**src/rtl/cascade_counter.sv**
```systemverilog
// rtl/cascade_counter.sv - cascadable modulo-N up/down counter with lookahead carry/borrow
// Define CASCADE_COUNTER_SATURATE_EN to saturate at the range ends instead of wrapping.
module cascade_counter #(
  parameter int WIDTH   = 4,
  parameter int MODULUS = 16
) (
  input  logic             clk,
  input  logic             reset,
  input  logic             en,
  input  logic             up,
  input  logic             carry_in,
  input  logic             load,
  input  logic [WIDTH-1:0] load_val,
  output logic [WIDTH-1:0] count,
  output logic             carry_out,
  output logic             wrapped
);

  localparam logic [WIDTH-1:0] MAX_COUNT = WIDTH'(MODULUS - 1);
  // One extra bit so MODULUS == 2**WIDTH is representable for the clamp compare.
  localparam logic [WIDTH:0]   MOD_EXT   = (WIDTH + 1)'(MODULUS);

  logic             step;
  logic             terminal;
  logic [WIDTH-1:0] load_clamped;

  assign step         = en & carry_in;
  assign terminal     = up ? (count == MAX_COUNT) : (count == '0);
  assign load_clamped = ({1'b0, load_val} < MOD_EXT) ? load_val : MAX_COUNT;

`ifdef CASCADE_COUNTER_SATURATE_EN
  assign carry_out = 1'b0;
`else
  assign carry_out = step & terminal & ~reset & ~load;
`endif

  always_ff @(posedge clk) begin
    if (reset) begin
      count   <= '0;
      wrapped <= 1'b0;
    end else if (load) begin
      count   <= load_clamped;
      wrapped <= 1'b0;
    end else if (step && terminal) begin
`ifdef CASCADE_COUNTER_SATURATE_EN
      count   <= count;
      wrapped <= 1'b0;
`else
      count   <= up ? '0 : MAX_COUNT;
      wrapped <= 1'b1;
`endif
    end else if (step) begin
      count   <= up ? count + 1'b1 : count - 1'b1;
      wrapped <= 1'b0;
    end else begin
      wrapped <= 1'b0;
    end
  end

endmodule

```
**config.mk**
```make
export PLATFORM = sky130hd
export DESIGN_NAME = cascade_counter
export DESIGN_NICKNAME = d
export VERILOG_FILES = /design/src/rtl/cascade_counter.sv
export SDC_FILE = /design/constraint.sdc
export NUM_CORES = 1
export LEC_CHECK = 0
export ABC_CLOCK_PERIOD_IN_PS = 4350
export BUFFER_PORTS_ARGS = -buffer_cell sky130_fd_sc_hd__buf_2
export CAP_MARGIN = 20
export CORE_AREA = 2 2 39 41
export DETAILED_ROUTE_END_ITERATION = 8
export DIE_AREA = 0 0 41 43
export PLACE_DENSITY = 0.61
export SYNTH_ARGS = -nofsm -noshare
export SYNTH_HDL_FRONTEND = slang
export SYNTH_SLANG_ARGS = --single-unit
```
**constraint.sdc**
```tcl
create_clock -name clk -period 4.35 [get_ports clk]
set_input_delay 0.2175 -clock clk [delete_from_list [all_inputs] [get_ports clk]]
set_output_delay 0.2175 -clock clk [all_outputs]
set_load 0.005 [all_outputs]
```
**Yosys cells after proc, flatten, opt, wreduce, memory -nomap -nowiden**

Cells that the tools add are included.
Widths: inputs -> output; s select.

- Output and inout bits: 6
- Logic and storage cells: 22
- Input bits: 10
- Register bits after elaboration: 5

- $add $sub $neg: 2
- Reductions and logical operators: 4
- Bitwise operators: 6
- Eq/ne operators: 1
- Mux-type cells: 7

Operators with widths:

| cell | count |
|---|---|
| $mux 4 | 5 |
| $add 4x1->4 const B | 1 |
| $and 1x1->1 | 4 |
| $eq 4x4->1 const B | 1 |
| $logic_not 4->1 | 1 |
| $sub 4x1->4 const B | 1 |
| $reduce_bool 3->1 | 1 |
| $mux 1 | 2 |
| $not 1->1 | 2 |
| $reduce_or 2->1 | 1 |
| $logic_and 1x1->1 | 1 |

**Longest topological paths before layout**

- Depth in word-level cells: 5
- Gate-level depth with buffers: 6
- Gate-level depth less buffers: 6

**Worst setup path before layout**

OpenSTA, ideal clock, no wires.

- Path kind: register to output
- Start point: register count[0]
- End point: output port carry_out
- Buffers on the path: 0
- Stages on the path, launching flop included: 5
- Data required time: 4133 ps
- Arrival time: 1301 ps
- Path slack: 2832 ps
- Path through: dfxtp_1 -> or4_4 -> nor3_4 -> nor2b_2 -> nor3_1

- Cells in the longest elaborated chain, start to end: 5
- Elaborated cells on any way between the ends: 6
- Those cells by class: eq/ne (1); mux (1); bitwise (3); reduce/logical (1)

Ends and longest elaborated chain:

| item | RTL line | text |
|---|---|---|
| from (decl) | 14 | `output logic [WIDTH-1:0] count,` |
| from (signal assigned) | 42 | `count <= load_clamped;` |
| from (signal assigned) | 49 | `count <= up ? '0 : MAX_COUNT;` |
| from (signal assigned) | 53 | `count <= up ? count + 1'b1 : count - 1'b1;` |
| $eq 4x4->1 / $logic_not 4->1 (equally long branches) | 28 | `assign terminal = up ? (count == MAX_COUNT) : (count == '0);` |
| $mux 1 * | 28 |  |
| $and 1x1->1 * (3 in series) | 34 | `assign carry_out = step & terminal & ~reset & ~load;` |
| to (decl) | 15 | `output logic carry_out,` |

Every way passes the cells marked *; elsewhere a longest branch is shown, timed or not.

**Final worst setup path**

Same ends and word-level chain as after synthesis.

==> impl_metrics.csv <==
group,metric,value,unit
logic_synthesis,synthesis.area,393,um^2
critical_path,worst-r2r-setup-slack,2.82,ns
logic_synthesis,synth_seq_area_share,25.5,%
hold_path,min_path_cells,3,
global_route,antenna_found_initial,0,
detailed_routing,drc,0,
sta,clock_skew,0.00433,ns
global_route,grt-ovfl-total,0,
global_route,grt_pass1_wl,1390,um
sta,slew_headroom,82.1,%
critical_path,crit_type,"reg2out",
hold_path,min-delay-start,"load_val[0]",
sta,tightestPinTransition,0.266,ns
sta,fin_crit,1.88,ns
logic_synthesis,syn_nets,55,
clocking,postCtsHoldBufs,0,
placed_design,portBuffers,15,
critical_path,rr_endpoint,"count[3]",
sta,timing.hold.ws,0.237,ns
sta,finalCritPeriodShare,43.3,%
sta,fmax,531,MHz
detailed_routing,totalWireLength,818,um
floorplanning,core,0.00138,mm^2
global_route,grt_use_total,12.1,%
cells_and_area,fillerInstances,154,
sta,hold_viol_final,0,
floorplanning,die_h,43,um
sta,rsz0062_at_grt,"false",
floorplanning,dieArea,0.00176,mm^2
logic_synthesis,ys_ff_latch,5,
clocking,cts_root_buf,"clkbuf_4",
logic_synthesis,ys_types,27,
hold_path,hold_end,"count[0]",
logic_synthesis,ys_warn_count,0,
clocking,cts_sinks,5,
clocking,post_cts_resized,0,
logic_synthesis,synthSimpleGateAreaFrac,24.2,%
logic_synthesis,synth_compound_area_share,22.6,%
detailed_routing,drt-initial-drc-count,10,
critical_path,arrival,1.67,ns
critical_path,cp_max_fo,6,
sta,fin_setup_tns,0,ns
clocking,cts_buffers,3,
logic_synthesis,synthAdderAreaFrac,11.5,%
floorplanning,initial_core_util,28.4,%
cells_and_area,drive_gt1_share,41.7,%
placed_design,dp_hpwl,695,um
detailed_routing,ant_nets,0,
hold_path,worstHoldPathType,"in2reg",
critical_path,worstRegToRegCells,5,
cells_and_area,diodes,0,
cells_and_area,regArea,100,um^2
clocking,htreeDepth,1,
sta,setup_viol,0,
cells_and_area,layout-area-overhead-vs-synth,29.9,%
power,p_per_area,302,mW/mm^2
power,p_leak,0.240,nW
logic_synthesis,postSynthCellCount,42,
cells_and_area,multi_input_area,274,um^2
critical_path,end_kind,"output pin",
logic_synthesis,synthMuxAreaShare,2.55,%
floorplanning,fp-row-count,14,
logic_synthesis,synth_top_family_by_area,"simple AND/OR/NAND/NOR gates",
global_route,grt_max_degree,12,
global_route,grt_pass1_vias,348,
power,ir_drop,70.9,uV
clocking,cts_setup_buffers,0,
logic_synthesis,avgSynthCellArea,9.35,um^2
clocking,path_clk_slew,0.05,ns
detailed_routing,num_vias,374,
cells_and_area,fin_nets,74,
clocking,cts_max_path_buffers,2,
logic_synthesis,synthXorXnorAreaFrac,8.92,%
critical_path,rr_startpoint,"count[1]",
detailed_routing,routedWlPerCell,10.8,um
outcome,outcome,"complete, no violations",
clocking,clock_latency,0.24,ns
detailed_routing,firstDrtPassIters,4,
floorplanning,die_x,41,um
floorplanning,io_pins,16,
critical_path,crit_required,4.13,ns
placed_design,gp_congestion,0.797,
sta,slew_viol_final,0,
detailed_routing,vias_per_cell,4.92,
job,cap_violations,0,
clocking,cts_tree,"done",
critical_path,critPathLaunchType,"flop",
==> layer usage <==
layer | vias to the layer above | wire [um] | GRT usage, %
li1 | 193 | - | -
met1 | 168 | 370 | 14.2
met2 | 11 | 380 | 17.2
met3 | 2 | 53 | 3.14
met4 | 0 | 14 | 10.0
met5 | - | 0 | 0
==> metrics by stage <==
step           instance area [um^2]  worst slack [ns]  instances  utilization [%]  total power, mW
3_5_place_dp                    484              2.71         72             35.0            0.101
5_1_grt                         510              2.36         76             36.9            0.167
6_report                        510              2.47         76             36.9            0.154
2_1_floorplan                   393              2.83         42                -           0.0859
3_3_place_gp                    484              2.75         72             35.0            0.101
4_1_cts                         510              2.45         76             36.9            0.157
==> kinds of logic after synthesis <==
kind of cell / after synthesis
AO/OA/AOI/OAI: 10
buffers and inverters: 5
adder cells (fa/ha/maj): 3
flip-flops: 5
XOR/XNOR: 4
AND/OR/NAND/NOR: 14
multiplexers: 1
==> worst max-delay path by stage <==
stage | slack, ns | end | startpoint
6_report | 2.47 | carry_out | count[0]
2_1_floorplan | 2.83 | carry_out | count[0]
3_5_place_dp | 2.71 | carry_out | count[0]
5_1_grt | 2.36 | carry_out | count[0]
4_1_cts | 2.45 | carry_out | count[0]
3_3_place_gp | 2.75 | carry_out | count[0]
==> synthesized netlist by cell type, drive strengths merged <==
| master | n | area [um^2] |
|---|---|---|
| mux2i | 1 | 10.0 |
| nor2 | 2 | 10.0 |
| ha | 2 | 25.0 |
| xnor2 | 3 | 26.3 |
| fa | 1 | 20.0 |
| xor2 | 1 | 8.76 |
| nand4 | 1 | 6.26 |
| dfxtp | 5 | 100 |
| o21a | 1 | 7.51 |
| nand2 | 1 | 3.75 |
| a21o | 1 | 7.51 |
| nor3 | 5 | 36.3 |
| a211o | 1 | 8.76 |
| inv | 4 | 15.0 |
| or3 | 1 | 6.26 |
| a21oi | 2 | 10.0 |
| or4 | 1 | 11.3 |
| and2 | 1 | 6.26 |
| clkbuf | 1 | 3.75 |
| a32o | 1 | 10.0 |
| nor2b | 1 | 8.76 |
| a211oi | 2 | 15.0 |
| nand2b | 1 | 6.26 |
| a2111oi | 2 | 30.0 |
==> area by class of cell <==
type	count	area share [%]
multi-input cells	32	53.7
flip-flops and latches	5	19.6
repair buffers	15	14.7
clock buffers	4	5.15
well taps	16	3.92
inverters	4	2.94
==> flip-flops by register name, summed over array words and instances, names as in the netlist <==
signal	count
count	4
wrapped	1
==> where the power goes <==
group / internal [mW] / switching, mW / total, mW
Combinational: 0.0225 / 0.0204 / 0.0429
Sequential: 0.0501 / 0.00633 / 0.0564
Clock: 0.0347 / 0.0200 / 0.0547
Total: 0.107 / 0.0467 / 0.154
==> placed cells by master, fill, tap and decap left out, types with 2 or more instances in the layout <==
master	n
clkbuf_4	3
inv_1	3
buf_2	15
a2111oi_2	2
a21oi_1	2
nor3_1	4
a211oi_1	2
dfxtp_1	5
xnor2_1	3
ha_1	2
==> worst max-delay path, cell delays in order, from the launching register on <==
cell	delay (ns)
dfxtp_1	0.36
or4_4	0.58
nor3_4	0.15
nor2b_2	0.07
nor3_1	0.12
buf_2	0.13
(Power assumes the default switching activity.)
